### src/rtl/snitch_wrr_scheduler.sv
`default_nettype none
// ============================================================================
// Module      : snitch_wrr_scheduler
// Description : Weighted round-robin request scheduler. NrPorts requesters
//               share one downstream request channel. A granted port keeps
//               the channel for a burst of weight_i[port] requests (weight 0
//               counts as 1). Responses come back in order and are routed to
//               their requesters through an order FIFO of port indices.
//
// Ports       : clk_i, rst_i        clock, synchronous active-high reset
//               weight_i            per-port burst weights, sampled at grant
//               req_*_i / req_*_o   upstream request channels (NrPorts)
//               resp_*_o / resp_*_i upstream response channels (NrPorts)
//               req_payload_o, req_valid_o, req_ready_i    downstream request
//               resp_payload_i, resp_valid_i, resp_ready_o downstream response
//               outstanding_o       registered per-port in-flight counters
//
// Revision    : 1.0 - initial release
// ============================================================================

package snitch_pkg;
    typedef struct packed {
        logic [31:0] addr;
        logic [31:0] data;
        logic        write;
        logic [3:0]  strb;
    } dreq_t;

    typedef struct packed {
        logic [31:0] data;
        logic        error;
    } dresp_t;
endpackage

module snitch_wrr_scheduler #(
    parameter int  NrPorts        = 4,
    parameter int  RespDepth      = 8,
    parameter int  MaxOutstanding = 4,
    parameter int  WeightWidth    = 4,
    parameter type req_t          = snitch_pkg::dreq_t,
    parameter type resp_t         = snitch_pkg::dresp_t
) (
    input  logic                                clk_i,
    input  logic                                rst_i,
    input  logic [NrPorts*WeightWidth-1:0]      weight_i,
    input  req_t                                req_payload_i [NrPorts],
    input  logic [NrPorts-1:0]                  req_valid_i,
    output logic [NrPorts-1:0]                  req_ready_o,
    output resp_t                               resp_payload_o [NrPorts],
    output logic [NrPorts-1:0]                  resp_valid_o,
    input  logic [NrPorts-1:0]                  resp_ready_i,
    output req_t                                req_payload_o,
    output logic                                req_valid_o,
    input  logic                                req_ready_i,
    input  resp_t                               resp_payload_i,
    input  logic                                resp_valid_i,
    output logic                                resp_ready_o,
    output logic [$clog2(MaxOutstanding+1)-1:0] outstanding_o [NrPorts]
);

    localparam int c_IDX_W  = (NrPorts > 1) ? $clog2(NrPorts) : 1;
    localparam int c_CNT_W  = $clog2(MaxOutstanding + 1);
    localparam int c_PTR_W  = (RespDepth > 1) ? $clog2(RespDepth) : 1;
    localparam int c_FILL_W = $clog2(RespDepth + 1);

    localparam logic [0:0] c_IDLE  = 1'b0;
    localparam logic [0:0] c_BURST = 1'b1;

    // ------------------------------------------------------------------------
    // State
    // ------------------------------------------------------------------------
    logic [0:0]             r_state;
    logic [c_IDX_W-1:0]     r_owner;
    logic [WeightWidth-1:0] r_quota;
    logic [c_IDX_W-1:0]     r_rr;
    logic [c_CNT_W-1:0]     r_outstanding [NrPorts];
    logic [c_IDX_W-1:0]     r_fifo [RespDepth];
    logic [c_PTR_W-1:0]     r_head;
    logic [c_PTR_W-1:0]     r_tail;
    logic [c_FILL_W-1:0]    r_fill;

    // ------------------------------------------------------------------------
    // Eligibility and grant search
    // ------------------------------------------------------------------------
    logic                   w_fifo_full;
    logic                   w_fifo_empty;
    logic [c_IDX_W-1:0]     w_head;
    logic [NrPorts-1:0]     w_eligible;
    logic                   w_owner_elig;
    logic [WeightWidth-1:0] w_weight [NrPorts];
    logic                   w_grant_found;
    logic [c_IDX_W-1:0]     w_grant_idx;
    logic [WeightWidth-1:0] w_grant_quota;
    logic [c_IDX_W-1:0]     w_next_rr;
    int                     w_scan;

    assign w_fifo_full  = (r_fill == c_FILL_W'(RespDepth));
    assign w_fifo_empty = (r_fill == '0);
    assign w_head       = r_fifo[r_head];

    // A full order FIFO blocks every port, so a push can never meet a full
    // FIFO even when a pop happens in the same cycle.
    generate
        for (genvar i = 0; i < NrPorts; i++) begin : g_port
            assign w_eligible[i] = req_valid_i[i]
                                && (r_outstanding[i] < c_CNT_W'(MaxOutstanding))
                                && !w_fifo_full;
            assign w_weight[i]   = weight_i[i*WeightWidth +: WeightWidth];
        end
    endgenerate

    assign w_owner_elig = w_eligible[r_owner];

    // First eligible port at or after the round-robin pointer.
    always_comb begin
        w_grant_found = 1'b0;
        w_grant_idx   = '0;
        w_scan        = 0;
        for (int k = 0; k < NrPorts; k++) begin
            w_scan = (int'(r_rr) + k) % NrPorts;
            if (!w_grant_found && w_eligible[w_scan[c_IDX_W-1:0]]) begin
                w_grant_found = 1'b1;
                w_grant_idx   = w_scan[c_IDX_W-1:0];
            end
        end
    end

    assign w_grant_quota = (w_weight[w_grant_idx] == '0) ? WeightWidth'(1)
                                                          : w_weight[w_grant_idx];
    assign w_next_rr     = (r_owner == c_IDX_W'(NrPorts - 1)) ? '0
                                                              : r_owner + 1'b1;

    // ------------------------------------------------------------------------
    // Request channel
    // ------------------------------------------------------------------------
    logic w_burst;
    logic w_req_hs;
    logic w_push;

    // Outputs are forced quiet while reset is asserted, not only after it.
    assign w_burst       = (r_state == c_BURST) && !rst_i;
    assign req_valid_o   = w_burst && w_owner_elig;
    assign req_payload_o = req_payload_i[r_owner];
    assign w_req_hs      = req_valid_o && req_ready_i;
    assign w_push        = w_req_hs && !w_fifo_full;

    always_comb begin
        req_ready_o = '0;
        if (w_burst && w_owner_elig) begin
            req_ready_o[r_owner] = req_ready_i;
        end
    end

    // ------------------------------------------------------------------------
    // Response channel
    // ------------------------------------------------------------------------
    logic w_resp_active;
    logic w_pop;

    assign w_resp_active = !w_fifo_empty && !rst_i;
    assign resp_ready_o  = w_resp_active && resp_ready_i[w_head];
    assign w_pop         = resp_valid_i && resp_ready_o;

    always_comb begin
        resp_valid_o = '0;
        if (w_resp_active) begin
            resp_valid_o[w_head] = resp_valid_i;
        end
    end

    generate
        for (genvar i = 0; i < NrPorts; i++) begin : g_resp
            assign resp_payload_o[i] = resp_payload_i;
            assign outstanding_o[i]  = r_outstanding[i];
        end
    endgenerate

    // ------------------------------------------------------------------------
    // Arbitration FSM
    // ------------------------------------------------------------------------
    always_ff @(posedge clk_i) begin
        if (rst_i) begin
            r_state <= c_IDLE;
            r_owner <= '0;
            r_quota <= '0;
            r_rr    <= '0;
        end else begin
            case (r_state)
                c_IDLE: begin
                    if (w_grant_found) begin
                        r_owner <= w_grant_idx;
                        r_quota <= w_grant_quota;
                        r_state <= c_BURST;
                    end
                end
                c_BURST: begin
                    // An owner that stops being eligible gives up the rest of
                    // its quota so other ports are not starved.
                    if (!w_owner_elig) begin
                        r_state <= c_IDLE;
                        r_rr    <= w_next_rr;
                    end else if (w_req_hs) begin
                        r_quota <= r_quota - 1'b1;
                        if (r_quota == WeightWidth'(1)) begin
                            r_state <= c_IDLE;
                            r_rr    <= w_next_rr;
                        end
                    end
                end
                default: r_state <= c_IDLE;
            endcase
        end
    end

    // ------------------------------------------------------------------------
    // Per-port in-flight counters
    // ------------------------------------------------------------------------
    logic [NrPorts-1:0] w_cnt_inc;
    logic [NrPorts-1:0] w_cnt_dec;

    generate
        for (genvar i = 0; i < NrPorts; i++) begin : g_cnt
            assign w_cnt_inc[i] = w_push && (r_owner == c_IDX_W'(i));
            assign w_cnt_dec[i] = w_pop  && (w_head  == c_IDX_W'(i));
        end
    endgenerate

    always_ff @(posedge clk_i) begin
        if (rst_i) begin
            for (int i = 0; i < NrPorts; i++) begin
                r_outstanding[i] <= '0;
            end
        end else begin
            for (int i = 0; i < NrPorts; i++) begin
                if (w_cnt_inc[i] && !w_cnt_dec[i]) begin
                    r_outstanding[i] <= r_outstanding[i] + 1'b1;
                end else if (!w_cnt_inc[i] && w_cnt_dec[i]) begin
                    r_outstanding[i] <= r_outstanding[i] - 1'b1;
                end
            end
        end
    end

    // ------------------------------------------------------------------------
    // Response-routing order FIFO
    // ------------------------------------------------------------------------
    always_ff @(posedge clk_i) begin
        if (w_push) begin
            r_fifo[r_tail] <= r_owner;
        end
    end

    always_ff @(posedge clk_i) begin
        if (rst_i) begin
            r_head <= '0;
            r_tail <= '0;
            r_fill <= '0;
        end else begin
            if (w_push) begin
                r_tail <= (r_tail == c_PTR_W'(RespDepth - 1)) ? '0 : r_tail + 1'b1;
            end
            if (w_pop) begin
                r_head <= (r_head == c_PTR_W'(RespDepth - 1)) ? '0 : r_head + 1'b1;
            end
            if (w_push && !w_pop) begin
                r_fill <= r_fill + 1'b1;
            end else if (!w_push && w_pop) begin
                r_fill <= r_fill - 1'b1;
            end
        end
    end

endmodule
`default_nettype wire
### config.mk
export PLATFORM = sky130hd
export DESIGN_NAME = snitch_wrr_scheduler
export DESIGN_NICKNAME = d
export VERILOG_FILES = /design/src/rtl/snitch_wrr_scheduler.sv
export SDC_FILE = /design/constraint.sdc
export NUM_CORES = 1
export LEC_CHECK = 0
export ABC_AREA = 1
export BUFFER_PORTS_ARGS = -buffer_cell sky130_fd_sc_hd__clkbuf_2
export CORE_AREA = 5 5 214 216
export DETAILED_ROUTE_END_ITERATION = 7
export DIE_AREA = 0 0 219 221
export SLEW_MARGIN = 20
export SYNTH_ARGS = -nofsm -noshare
export SYNTH_HDL_FRONTEND = slang
export SYNTH_SLANG_ARGS = --single-unit
export TNS_END_PERCENT = 10
### constraint.sdc
create_clock -name clk_i -period 3.81 [get_ports clk_i]
set_clock_uncertainty 0.2 [all_clocks]
set_input_delay 0.762 -clock clk_i [delete_from_list [all_inputs] [get_ports clk_i]]
set_output_delay 0.762 -clock clk_i [all_outputs]
set_load 0.02 [all_outputs]
* Yosys cells after proc, flatten, opt, wreduce, memory -nomap -nowiden
Memory sizes are Yosys's and may differ from the RTL's. A register that Yosys moved wholly into a read port is not among the register bits.
Index checks and enable logic that the tools add are counted.
** Operators by class
- $add $sub $neg :: 17
- Order comparisons :: 14
- Equal/unequal tests :: 15
- Mux-type cells :: 92
- Bitwise logic cells :: 13
- Reductions and logical operators :: 62
** Operators with widths (count)
- 69-bit binary-select mux with 2-bit select :: 1
- 69-bit two-way mux :: 2
- 1-bit two-way mux :: 48
- 4-bit two-way mux :: 10
- 1-bit logical AND :: 38
- 3-bit two-way mux :: 12
- 3-bit by 1-bit adder with 3-bit output, second input constant :: 6
- 2-bit by 3-bit < comparator with 1-bit output, second input constant :: 6
- 1-bit zero test :: 16
- 2-bit two-way mux :: 8
- 1-bit binary-select mux with 2-bit select :: 6
- 3-bit < comparator, second input constant :: 4
- 3-bit by 1-bit subtractor with 3-bit output, second input constant :: 4
- 4-bit AND :: 2
- 4-bit binary-select mux with 2-bit select :: 1
- 2-bit == test, second input constant :: 4
- 4-bit zero test :: 2
- 2-bit by 1-bit != test with 1-bit output, second input constant :: 4
- 1-bit bitwise OR :: 8
- 4-bit one-hot mux with 2 select lines :: 1
- 4-bit by 1-bit subtractor with 4-bit output, second input constant :: 2
- 3-bit == test, second input constant :: 2
- 3-bit greater-or-equal comparator, second input constant :: 2
- 2-bit inverter with 3-bit output :: 2
- other kinds (15) :: 22
** Storage, ports and cells
- Bits in registers :: 19
- RAM bits :: 28
- Output and inout bits :: 223
- Word-level logic and storage cells :: 222
- Memories :: 2
** Memory list
- r_fifo :: depth 8, width 2, rd ports 1, clocked after Yosys merged registers in 1, write ports 1, RTL line 77 : logic [c_IDX_W-1:0] r_fifo [RespDepth];
- r_outstanding :: depth 4, width 3, rd ports 4, clocked after Yosys merged registers in 0, write ports 4, RTL line 76 : logic [c_CNT_W-1:0] r_outstanding [NrPorts];

* Logic depth before layout (Yosys ltp)
- Depth after elaboration :: 23
- Depth in mapped cells :: 24
- Depth with buffers taken out :: 23

* Worst setup path before layout
No wires, ideal clock.
- Path kind :: input to register
- From :: input req_valid_i[3]
- To :: register r_fill[3]
- Setup time :: 0.119 ns
- Arrival time :: 2.965 ns
- Data required time :: 3.491 ns
- Slack :: 0.525 ns
- Stages :: 20
- Path buffers :: 0
- Cells stage by stage :: inv_1 > nor2_1 > nand3_1 > nand3_1 > nand2_1 > inv_1 > nand3_1 > inv_1 > nand2_1 > inv_1 > ha_1 > inv_1 > ha_1 > and3_1 > a211oi_1 > nor2_1 > nor2_1 > nand2_1 > o21ai_0 > a21oi_1
** On the way
- Word-level cells in the longest chain between the ends :: 10
- Elaborated cells on any way between the ends :: 12
** RTL lines
- start: declaration :: RTL line 47 : input logic [NrPorts-1:0] req_valid_i,
- 1-bit logical AND * :: RTL line 106 : && (r_outstanding[i] < c_CNT_W'(MaxOutstanding))
- 1-bit logical AND * :: RTL line 107 : && !w_fifo_full;
- 1-bit binary-select mux with 2-bit select * :: RTL line 112 : assign w_owner_elig = w_eligible[r_owner];
- 1-bit two-way mux (implied by the code) * :: RTL line 112
- 1-bit logical AND * :: RTL line 142 : assign req_valid_o = w_burst && w_owner_elig;
- via req_valid_o :: RTL line 53 : output logic req_valid_o,
- 1-bit logical AND * :: RTL line 144 : assign w_req_hs = req_valid_o && req_ready_i;
- 1-bit logical AND * :: RTL line 145 : assign w_push = w_req_hs && !w_fifo_full;
- via w_push :: RTL line 138 : logic w_push;
- 1-bit zero test :: RTL line 267 : end else if (!w_push && w_pop) begin
- 1-bit logical AND :: RTL line 267
- 2-bit nonzero test (no source line)
- end signal: assignment :: RTL line 266 : r_fill <= r_fill + 1'b1;
- end signal: assignment :: RTL line 268 : r_fill <= r_fill - 1'b1;
- end: declaration :: RTL line 80 : logic [c_FILL_W-1:0] r_fill;
Mark *: on every way through the listed nets, which the timed path passes. The rest lies on a longest branch. The select of a mux whose other input is x is not followed.
A chain may end at the register's enable or synchronous reset.

==> impl_metrics.ini <==
[timing]
maximum_frequency_from_static_timing_analysis_ghz = 0.291
hold_fails_final_rpt = 0
unrepaired_setup_endpoints_after_global_routing = false
relSlewSlack_pct = 34.1
finalWorstPathRequiredPeriod_ns = 3.44
report.final.slew_viol_count = 0
tns_ns = 0
min_period_over_period_pct = 90.3
setup_viol = 0
transition_time_of_the_tightest_slew_check_pin_ns = 0.978

[die]
dieWidth_um = 219
initial_utilization_pct = 13.7
fp.dieArea_mm2 = 0.0484
standard_cell_core_area_mm2 = 0.0437
ioPinCount = 560
num_rows = 77
die_h_um = 221

[yosys]
synth_nets = 1272
library_cell_with_the_largest_summed_area_after_synthesis = buf_4
synth.top_cell.area_share_pct = 16.6
syn_area_mm2 = 0.00598
synthArstFlopShare_pct = 0
yosys_register_bits = 50
yosysUniqueCellTypes = 42
ys_warn_count = 0
number_of_synthesized_flops_with_an_enable_pin = 28
synthFlopType = edfxtp_1
synth_area_leaders = buf_4 17%, edfxtp_1 14%, o21ai_0 13%, nor2_1 11%, dfxtp_1 7.4%
post_synth_inst_count = 916
synth_area_per_cell_um2 = 6.53
synth-seq-area-share_pct = 21.4

[grt]
grt_max_degree = 147
gr_usage_total_pct = 11.4
overflow = 0
first_global_vias = 7104
grt_first_pass_wirelength_um = 42700
antenna_violations_before_repair = 1

[drt]
wl_per_cell_um = 17.2
routed_via_density = 4.10
antenna_violating_nets_post_route = 0
routed_wl_um = 29800
detailroute.via_count = 7106
dr.pass1.iters = 5
drt_first_iter_violations = 463
remaining_drc_errors = 0

[finish]
total_area_of_multi_input_combinational_cells_mm2 = 0.00325
mostFrequentLayoutCell = clkbuf_2
num-nets-final = 1495
n_fill_cell = 5040
layout-area-overhead-vs-synth_pct = 29.0
inserted_diodes = 0
layout.cells.most_common_list = 394 x clkbuf_2, 173 x nor2_1, 156 x o21ai_0
drive_gt1_share_pct = 39.0
seqCellArea_mm2 = 0.00129
final_cell_count_no_fill = 1732

[power]
power_per_cell_area_mw_per_mm2 = 588
ir_drop_mv = 0.317
leakagePower_uw = 0.00375

[setup_path]
timing.critical_path.fanout_max = 71
critical_path.startpoint_type = register
cp_data_arrival_time_ns = 2.48
endpoint_kind = output pin
timing_worst_setup_path_type = reg2out
cp_data_required_time_ns = 2.85

[worst_hold_path]
hold_path.class = reg2reg

[flow_run]
drv_cap = 0

[cts]
clk_latency_ns = 0.29
clk_pin_slew_worst_paths_ns = 0.07
cts_sink_count = 50
max_buffers_root_to_sink = 2
cts.htree.levels = 2
cts_post_setup_buffers_inserted = 0
cts_tree = done
numCtsBuffers = 5
ctsRootBufferMaster = clkbuf_16

[place]
placed_cell_count = 1724
io_buffers = 394
dp_hpwl_um = 25200
place.gp.congestion = 0.939

[outcome]
status = completed
==> flip-flops by register name (all words and copies together) (netlist names), named ones only <==
name           flops
r_head             3
r_fill             4
r_state            1
r_fifo            16
r_tail             3
r_quota            4
r_rr               2
r_outstanding     12
r_owner            2
==> cell usage after synthesis, types with 2 or more instances <==
master and number:
nand2_1 67, buf_6 2, nand2_2 6, buf_2 2, fa_1 4, o21ai_2 4, edfxtp_1 28, nand4_1 6
nor3_1 8, a21oi_1 19, nor2_4 2, inv_2 4, nand3_1 49, xnor2_1 3, o21ai_1 8, buf_4 132
nor2_1 173, inv_1 53, xor2_1 7, ha_1 15, a211oi_1 2, dfxtp_1 22, buf_1 2, o211ai_1 5
nor2_2 5, o22ai_1 70, clkbuf_1 46, nand2_4 2, a31oi_1 2, o21ai_0 156
==> final cells by class <==
class / instances / area share (%)
clock buffers: 5 / 1.62
clock inverters: 3 / 0.373
inverters: 60 / 3.06
multi-input cells: 621 / 42.1
flip-flops and latches: 50 / 16.7
well taps: 592 / 9.60
repair buffers: 401 / 26.6
==> repair_timing <==
action	in CTS	in global routing
endpoints found under the setup margin	0	1
hold buffers	0	0
gates resized for setup	0	1
==> final timing paths <==
check,slack (ns),cells after the start,end,start
worst max-delay path,0.37,5,req_payload_o[64],r_owner[1]
worst min-delay path,0.30,2,r_fill[3],r_fill[3]
worst max register to register,0.47,19,r_fill[3],register
worst min register to register,0.30,2,r_fill[3],r_fill[3]
==> report_power, final <==
part / total, uW / switching [uW] / internal, uW / leakage [uW]
registers: 767 / 100 / 667 / 0.000453
clock network: 465 / 215 / 251 / 0.0000759
logic: 3310 / 2270 / 1030 / 0.00322
==> layer usage <==
metal | vias up | GRT usage, % | share of wire (%)
met2 | 458 | 18.1 | 44
met4 | 5 | 2.39 | 2.2
met5 | - | 2.83 | 0.63
met1 | 3179 | 12.2 | 36
li1 | 3425 | - | -
met3 | 39 | 8.16 | 18
==> cell families after synthesis <==
family,count (synthesis),synth area share (%)
compound gates,269,24.9
xor+xnor,10,1.46
simple gates,323,23.5
buf+inv,245,24.3
flops,50,21.4
fa+ha+maj,19,4.47
==> through the flow <==
stage / utilization, % / setup WS (ns) / hold slack (ns) / total power [uW] / area [um2]
floorplan: - / 0.525 / 0.265 / 3160 / 5980
global placement: 17.3 / 0.291 / 0.283 / 4070 / 7560
detailed placement: 17.3 / 0.276 / 0.282 / 4100 / 7560
CTS: 17.6 / 0.320 / 0.294 / 4580 / 7720
global route: 17.6 / 0.108 / 0.343 / 4930 / 7720
finish: 17.6 / 0.368 / 0.301 / 4540 / 7720
==> critical path, stage by stage, from the launching register on <==
cell,delay (ns)
dfxtp_2,0.37
inv_2,0.07
buf_4,0.58
o21ai_0,0.60
o22ai_1,0.29
clkbuf_2,0.22
(Power assumes the default switching activity.)
